--- config.mk ---
export PLATFORM = sky130hd
export DESIGN_NAME = sk9822_chain
export DESIGN_NICKNAME = d
export VERILOG_FILES = /design/src/rtl/sk9822_chain.sv
export SDC_FILE = /design/constraint.sdc
export NUM_CORES = 2
export LEC_CHECK = 0
export BUFFER_PORTS_ARGS = -buffer_cell sky130_fd_sc_hd__buf_2
export CAP_MARGIN = 20
export CORE_MARGIN = 2
export CORE_UTILIZATION = 31
export DETAILED_ROUTE_END_ITERATION = 10
export GPL_TIMING_DRIVEN = 0
export MAX_ROUTING_LAYER = met4
export PLACE_DENSITY = 0.45
export RECOVER_POWER = 100
export SETUP_SLACK_MARGIN = 0.2
export SLEW_MARGIN = 5
export SYNTH_ARGS = -nofsm -noshare
export SYNTH_HDL_FRONTEND = slang
export SYNTH_SLANG_ARGS = --single-unit
--- constraint.sdc ---
create_clock -name wb_clk -period 9.4 [get_ports wb_clk]
set_input_delay 1.41 -clock wb_clk [delete_from_list [all_inputs] [get_ports wb_clk]]
set_output_delay 1.41 -clock wb_clk [all_outputs]
set_load 0.02 [all_outputs]
--- src/rtl/sk9822_chain.sv ---
// sk9822_chain: Wishbone-mapped SK9822/APA102 chain driver.
// It holds per-LED words in a RAM and serialises start/LED/end frames in one-shot or continuous mode.
module sk9822_chain #(
    parameter logic [7:0] ADDR     = 8'h00,
    parameter int         LEDS     = 12,
    parameter int         PRESCALE = 4,
    parameter int         GAP      = 1
) (
    input  logic        wb_clk,
    input  logic        wb_rst,
    input  logic        wb_dbus_cyc,
    input  logic        wb_dbus_we,
    input  logic [31:0] wb_dbus_adr,
    input  logic [31:0] wb_dbus_dat,
    output logic [31:0] wb_dbus_rdt,
    output logic        ack,
    output logic        led_ck,
    output logic        led_data
);
    typedef enum logic [2:0] {S_IDLE, S_START, S_PIXEL, S_END, S_GAP} state_t;

    localparam int                  IW       = $clog2(LEDS + 1);
    localparam logic [6:0]          NLEDS    = 7'(LEDS);
    localparam logic [IW-1:0]       LAST_IDX = IW'(LEDS - 1);
    localparam logic [3:0]          END_LAST = 4'((LEDS + 63) / 64 - 1);
    localparam logic [3:0]          GAP_LAST = 4'(GAP > 0 ? GAP - 1 : 0);
    localparam logic [PRESCALE-1:0] HALF     = {1'b1, {(PRESCALE - 1){1'b0}}};

    logic [31:0]         ram [64];
    logic                ack_q, ack_d;
    logic                en_q, en_d, cont_q, cont_d, ovr_q, ovr_d;
    logic                go_q, go_d, done_q, done_d;
    logic [4:0]          bri_q, bri_d;
    logic [PRESCALE-1:0] pre_q;
    state_t              state_q, state_d;
    logic [4:0]          bcnt_q, bcnt_d;
    logic [IW-1:0]       idx_q, idx_d;
    logic [3:0]          wcnt_q, wcnt_d;
    logic [31:0]         sh_q, sh_d;
    logic                ck_q, ck_d, data_q, data_d;

    logic        hit, wr, in_ram, ram_we, ctrl_we, stat_we;
    logic [5:0]  widx;
    logic [31:0] ctrl_rd, stat_rd, rd;
    logic        tick, last_bit, go_take, done_set, ld;
    logic [6:0]  ld_idx;
    logic [31:0] rw;
    logic        unused_bits;

    assign tick     = pre_q == '0;
    assign ack      = ack_q;
    assign led_ck   = ck_q;
    assign led_data = data_q;

    // Bus side: ack follows a hit by one cycle; accesses complete in the ack cycle.
    always_comb begin
        hit         = wb_dbus_cyc && wb_dbus_adr[31:24] == ADDR;
        ack_d       = hit && !ack_q;
        widx        = wb_dbus_adr[7:2];
        in_ram      = !wb_dbus_adr[8] && {1'b0, widx} < NLEDS;
        wr          = ack_q && wb_dbus_we;
        ram_we      = wr && in_ram;
        ctrl_we     = wr && wb_dbus_adr[8] && widx == 6'd0;
        stat_we     = wr && wb_dbus_adr[8] && widx == 6'd1;
        ctrl_rd     = {18'd0, ovr_q, bri_q, 6'd0, cont_q, en_q};
        stat_rd     = {30'd0, done_q, state_q != S_IDLE};
        rd          = in_ram ? ram[widx] : !wb_dbus_adr[8] ? 32'd0 :
                      widx == 6'd0 ? ctrl_rd : widx == 6'd1 ? stat_rd : 32'd0;
        wb_dbus_rdt = ack_q ? rd : 32'd0;
    end

    always_comb begin
        en_d   = ctrl_we ? wb_dbus_dat[0] : en_q;
        cont_d = ctrl_we ? wb_dbus_dat[1] : cont_q;
        bri_d  = ctrl_we ? wb_dbus_dat[12:8] : bri_q;
        ovr_d  = ctrl_we ? wb_dbus_dat[13] : ovr_q;
        go_d   = (go_q && !go_take) || (ctrl_we && wb_dbus_dat[2]);
        done_d = done_set || (done_q && !(stat_we && wb_dbus_dat[1]));
    end

    always_comb begin
        state_d  = state_q;
        last_bit = bcnt_q == 5'd31;
        if (tick) begin
            case (state_q)
                S_IDLE:  if (en_q && (cont_q || go_q)) state_d = S_START;
                S_START: if (last_bit) state_d = S_PIXEL;
                S_PIXEL: if (last_bit && idx_q == LAST_IDX) state_d = S_END;
                S_END:   if (last_bit && wcnt_q == END_LAST)
                             state_d = (en_q && cont_q) ? (GAP > 0 ? S_GAP : S_START) : S_IDLE;
                S_GAP:   if (last_bit && wcnt_q == GAP_LAST) state_d = en_q ? S_START : S_IDLE;
                default: state_d = S_IDLE;
            endcase
        end
        go_take  = tick && state_q == S_IDLE && state_d == S_START;
        done_set = tick && state_q == S_END && last_bit && wcnt_q == END_LAST;
    end

    // Each LED word is fetched at its first bit, so RAM writes mid-word only affect later words.
    always_comb begin
        bcnt_d = bcnt_q;
        idx_d  = idx_q;
        wcnt_d = wcnt_q;
        sh_d   = sh_q;
        ck_d   = ck_q;
        data_d = data_q;
        idx_d  = state_d != S_PIXEL ? '0 : (state_q == S_PIXEL && last_bit) ? idx_q + 1'b1 : idx_q;
        ld     = state_d == S_PIXEL && (state_q != S_PIXEL || last_bit);
        ld_idx = 7'(idx_d);
        rw     = ram[ld_idx[5:0]];
        if (tick) begin
            bcnt_d = state_q == S_IDLE ? 5'd0 : bcnt_q + 5'd1;
            wcnt_d = state_d != state_q ? 4'd0 : last_bit ? wcnt_q + 4'd1 : wcnt_q;
            sh_d   = ld ? {3'b111, ovr_q ? bri_q : rw[28:24], rw[23:0]} : sh_q << 1;
            data_d = state_d == S_END || (state_d == S_PIXEL && sh_d[31]);
            ck_d   = !(state_d == S_START || state_d == S_PIXEL || state_d == S_END);
        end else if (pre_q == HALF) begin
            ck_d = 1'b1;
        end
        if (!tick) idx_d = idx_q;
    end

    assign unused_bits = ^{wb_dbus_adr[23:9], wb_dbus_adr[1:0], wb_dbus_dat[31:14],
                           wb_dbus_dat[7:3], rw[31:29]};

    always_ff @(posedge wb_clk) begin
        if (ram_we) ram[widx] <= wb_dbus_dat;
    end

    always_ff @(posedge wb_clk) begin
        if (wb_rst) begin
            ack_q   <= 1'b0;
            en_q    <= 1'b0;
            cont_q  <= 1'b0;
            ovr_q   <= 1'b0;
            bri_q   <= '0;
            go_q    <= 1'b0;
            done_q  <= 1'b0;
            pre_q   <= '0;
            state_q <= S_IDLE;
            bcnt_q  <= '0;
            idx_q   <= '0;
            wcnt_q  <= '0;
            sh_q    <= '0;
            ck_q    <= 1'b1;
            data_q  <= 1'b0;
        end else begin
            ack_q   <= ack_d;
            en_q    <= en_d;
            cont_q  <= cont_d;
            ovr_q   <= ovr_d;
            bri_q   <= bri_d;
            go_q    <= go_d;
            done_q  <= done_d;
            pre_q   <= pre_q + 1'b1;
            state_q <= state_d;
            bcnt_q  <= bcnt_d;
            idx_q   <= idx_d;
            wcnt_q  <= wcnt_d;
            sh_q    <= sh_d;
            ck_q    <= ck_d;
            data_q  <= data_d;
        end
    end
endmodule

After elaboration in Yosys (flattened, before gate mapping) --
Memory sizes are Yosys's and may differ from the RTL's. Cells that the tools add are included.
Storage, ports and cells: output and inout bits 35, memories 1, bits in read-only memories 0, logic and storage cells 105, latch bits 0, RAM bits 2048, input bits 68, register bits 64
Cells by class: muxes and demuxes 25, reduce and logical (&&, ||, !) cells 45, $add $sub $neg 4, equal/unequal tests 14, shifts and indexed selects 0, multipliers 0, order comparisons 1, div/mod/pow operators 0, bitwise logic cells 0
Memories:
- ram | words 64, width 32, rd ports 2, clocked after Yosys merged registers in 0, wr ports 1, RTL line 29 | logic [31:0] ram [64];
Operators with widths (count):
- $mux 32 | 3
- $mux 14 | 2
- $logic_and 1x1->1 | 24
- $mux 3 | 7
- $mux 4 | 4
- $pmux 3 s5 | 1
- $add 4x1->4 const B | 3
- $eq 3x2->1 const B | 4
- $mux 5 | 2
- $eq 4x4->1 const B | 2
- $logic_not 4->1 | 2
- $logic_not 8->1 | 1
- $logic_or 1x1->1 | 7
- $eq 3x1->1 const B | 2
- $eq 6x1->1 const B | 1
- $logic_not 6->1 | 1
- $lt 6x4->1 const B | 1
- $ne 3x2->1 const B | 2
- $add 5x1->5 const B | 1
- $eq 5x5->1 const B | 1
- $logic_not 1->1 | 5
- $mux 1 | 5
- $reduce_bool 2->1 | 2
- $eq 3x3->1 const B | 1
- other kinds (5) | 5

Longest topological paths before layout --
An unclocked memory read counts as a cell.
depth in word-level cells 12, mapped depth 16, gate-level depth less buffers 11

Least setup slack after synthesis --
Ideal clock, no wire load.
path kind in2reg, from in wb_dbus_adr[2], to mem ram[9][0], enable pin, cell stages on the path 7, setup time 0.502 ns, data required time 8.898 ns, arrival 6.426 ns, slack 2.473 ns, cells stage by stage clkbuf_1 clkbuf_1 clkbuf_1 clkbuf_1 buf_1 inv_1 nor4_1
Between the ends: cells in the longest elaborated chain, start to end 5
Ends and longest elaborated chain:
- start: declaration | RTL line 13 | input logic [31:0] wb_dbus_adr,
- $lt 6x4->1 | RTL line 60 | in_ram = !wb_dbus_adr[8] && {1'b0, widx} < NLEDS;
- $logic_and 1x1->1 | RTL line 60
- $logic_and 1x1->1 | RTL line 62 | ram_we = wr && in_ram;
- $mux 1 | RTL line 127 | if (ram_we) ram[widx] <= wb_dbus_dat;
- $mux 1 (not written as such) | RTL line 127
- end: declaration | RTL line 29
Several ways; a longest one is shown, not always the timed one.

Final worst setup path --
from in wb_dbus_adr[2], to out wb_dbus_rdt[8]
Between the ends: cells in the longest elaborated chain, start to end 5, elaborated cells between the ends (all ways) 8, those cells by class order compare (1); mux (4); reduce/logical (2); memory (1)
Ends and longest elaborated chain:
- parallel branches: the longest is 3 deep, another holds $mem_v2 64x32
- $mux 32 * | RTL line 67 | rd = in_ram ? ram[widx] : !wb_dbus_adr[8] ? 32'd0 :
- $mux 32 * | RTL line 69 | wb_dbus_rdt = ack_q ? rd : 32'd0;
- end: declaration | RTL line 15 | output logic [31:0] wb_dbus_rdt,
Every way passes the cells marked *.

==> key figures <==
Critical path
  – Startpoint types: input pin
  – CP max FO: 10
  – FF-to-FF Start: bcnt_q[0]
  – Crit end category: output pin
  – Critical path required time: 7990 ps
  – Worst path arrival time: 6400 ps
  – Setup CP Type: in -> out
  – Critical path startpoint: wb_dbus_adr[2]

GRT
  – Global-route usage over all layers: 25.2%
  – GR Util met1: 33.8%
  – Vias in the first global route: 19.6k
  – Met2 usage: 37.5%
  – Met3 Track Usage GR: 5.02%
  – Pin count of the biggest net entering global routing: 19
  – First-pass GRT wire length: 153000 um
  – Initial antenna violation count: 2
  – GR peak layer: met2
  – Grt ovf: 0

Cells and area
  – Finished Layout Cells: 3462
  – Synth-to-Final Area Change: 18.4%
  – Fillers: 8372
  – Fin area: 32100 um2
  – Ratio of cells with drive above 1 in the final layout: 15.4%
  – Multi-input combinational cell area: 10200 um2
  – Fin nets: 2321
  – Register area: 16700 um2

STA
  – Worst-Margin Slew: 2620 ps
  – Final number of hold-violating endpoints: 0
  – Final max-slew violation count: 160
  – Fmax: 128 MHz
  – Clock skew: 31.7 ps
  – RSZ-0062 raised after global routing: false
  – Worst slew margin: -75.5%
  – Crit path time final: 7810 ps
  – Final period utilization: 83.1%
  – Setup violators final: 0
  – Post-route setup slack: 1590 ps

Clock tree
  – Root buf cell: clkbuf_16
  – Hold_buf cts: 0
  – CTS clk-pin slew, worst paths: 60 ps
  – CTS tree: done
  – Sink Count: 576
  – CTS buffer count: 71
  – Worst-skew pair later-pin latency: 630 ps
  – H-tree depth: 3
  – Post-CTS setup buffer count: 0
  – PostCTS Resize Cnt: 0
  – Clock Path Buffers: 3

Run
  – Max Cap Viol: 11

Power
  – Power Dens Cells: 189 nW/um2
  – Static Leak: 10.7 nW
  – Worst VDD drop: 0.000157 V

Floorplanning
  – Die height: 300 um
  – Initial core utilization: 31.3%
  – Core area: 86800 um2
  – I/O pins: 103
  – Chip Width: 300 um
  – Total die area: 90000 um2
  – Rows: 108

Place
  – Routability cong.: 0.886
  – Post-DP HPWL: 77900 um
  – Placed Cells: 3322
  – Placed Instance Area: 30400 um2
  – Post-Place Setup Slack: 2630 ps
  – I/O Buffers: 80

Synth
  – #FFs+latches synth: 576
  – Synth Instances: 1906
  – Mapped Area: 27100 um2
  – Synth Warn #: 0
  – Top FF cell, synth: edfxtp_1
  – Sequential area share after synthesis: 61.3%
  – EDFF count, synth: 512
  – Syn_area_per_cell: 14.2 um2
  – Count of different cell masters after synthesis: 69
  – FFs w/ async S/R, synth: 0%

Detailed routing
  – Routed WL: 111000 um
  – DR WL/cell: 32.1 um
  – Detail Route Antenna Nets: 0
  – Vias: 20.4k
  – Pre-antenna DRT Iters: 6
  – Drt via density: 5.88
  – Initial DRC Count: 2720
  – DRC: 0

Outcome
  – Status: complete, but fails checks
  – Failing checks: capacitance limit, slew limit

Worst hold path
  – Worst hold start: go_q
  – Hold Crit Class: reg -> reg
-- area by class of cell --
| type | count | share of cell area (%) |
|---|---|---|
| Clock inverter | 42 | 1.52 |
| Tap cell | 1155 | 4.50 |
| Timing Repair Buffer | 140 | 2.28 |
| Multi-Input combinational cell | 1272 | 31.6 |
| Antenna cell | 2 | 0.0156 |
| Buffer | 171 | 2.20 |
| Sequential cell | 576 | 51.8 |
| Clock buffer | 90 | 5.88 |
| Inverter | 14 | 0.163 |
-- final timing paths --
| path | end | slack (ps) | depth (start not counted) |
|---|---|---|---|
| worst min-delay path | go_q | 470 | 2 |
| worst min register to register | go_q | 470 | 2 |
| worst max register to register | sh_q[7] | 2750 | 14 |
| worst max-delay path | wb_dbus_rdt[8] | 1590 | 10 |
-- worst max-delay path, cell delays in order --
cell      delay (ps)
clkbuf_1         320
clkbuf_1         230
clkbuf_1         840
clkbuf_1         810
clkbuf_1         500
clkbuf_1         790
mux4_2           460
mux4_2           560
a22o_1           240
clkbuf_1         180
-- layout by cell type (no fill, tap or decap), types with 14 or more instances in the layout --
| master | netlist | layout |
|---|---|---|
| mux4_2 | 160 | 160 |
| a21oi_1 | 86 | 86 |
| a2111oi_0 | 17 | 21 |
| nor2_1 | 76 | 76 |
| mux2i_1 | 22 | 22 |
| o22ai_1 | 19 | 19 |
| a2bb2oi_1 | 22 | 22 |
| and3_1 | 64 | 64 |
| a211oi_1 | 47 | 47 |
| edfxtp_1 | 512 | 512 |
| nand3_1 | 18 | 18 |
| nand4_1 | 32 | 32 |
| o221ai_1 | 38 | 38 |
| inv_1 | 14 | 14 |
| buf_2 | 20 | 45 |
| conb_1 | 1 | 128 |
| a221oi_1 | 48 | 49 |
| o41ai_1 | 22 | 22 |
| a22oi_1 | 30 | 30 |
| o21a_1 | 24 | 24 |
| dfxtp_1 | 64 | 64 |
| clkbuf_16 | 0 | 72 |
| clkbuf_1 | 117 | 240 |
| nand2_1 | 205 | 205 |
| nor3_1 | 61 | 61 |
| and2_1 | 27 | 18 |
| o21ai_0 | 13 | 14 |
-- power by group --
part | switching (mW) | total (mW) | internal (mW)
clock network | 1.14 | 2.83 | 1.68
registers | 0.0403 | 2.90 | 2.86
logic | 0.228 | 0.369 | 0.141
total | 1.41 | 6.09 | 4.68
-- Yosys cell counts, types with 18 or more instances --
cell type | count | area [um2]
nand3_1 | 18 | 90.1
edfxtp_1 | 512 | 15400
and2_1 | 27 | 169
nor2_1 | 76 | 285
clkbuf_1 | 117 | 439
a22oi_1 | 30 | 225
and3_1 | 64 | 400
buf_1 | 22 | 82.6
nand2_1 | 205 | 769
dfxtp_1 | 64 | 1280
nand4_1 | 32 | 200
o22ai_1 | 19 | 119
buf_2 | 20 | 100
o221ai_1 | 38 | 333
o21a_1 | 24 | 180
a211oi_1 | 47 | 353
mux2i_1 | 22 | 220
o41ai_1 | 22 | 193
a21oi_1 | 86 | 430
mux4_2 | 160 | 3600
a2bb2oi_1 | 22 | 193
nor3_1 | 61 | 305
a221oi_1 | 48 | 420
-- cell families (layout without fill, tap and decap cells) --
| logic type | count (synthesis) | count (layout) | synth area share [%] |
|---|---|---|---|
| fa+ha+maj | 7 | 7 | 0.323 |
| flops | 576 | 576 | 61.3 |
| simple gates | 528 | 528 | 9.50 |
| mux | 186 | 186 | 14.2 |
| xor+xnor | 11 | 11 | 0.355 |
| buf+inv | 185 | 457 | 2.83 |
| other cells | 1 | 130 | 0.0138 |
| compound gates | 412 | 412 | 11.4 |
-- registers in the layout, indices dropped and copies added, names as in the netlist, 3 cells and up --
name and count:
ram 512, idx_q 4, bri_q 5, wcnt_q 4, state_q 3, bcnt_q 5
sh_q 31, pre_q 4
-- layer usage --
metal	up-vias	wire, um
li1	8341	-
met1	10481	45600
met2	1284	49200
met3	253	11200
met4	0	5220
met5	-	0
-- metrics by stage --
step	setup TNS, ps	hold slack, ps	total power, mW	util, %
floorplan	0	430	3.14	-
global placement	-266990	448	3.30	34.0
detailed placement	0	459	3.32	35.0
CTS	0	468	6.14	37.8
global route	0	501	6.26	37.1
finish	0	468	6.09	37.1
Power figures use the tool's default switching activity.
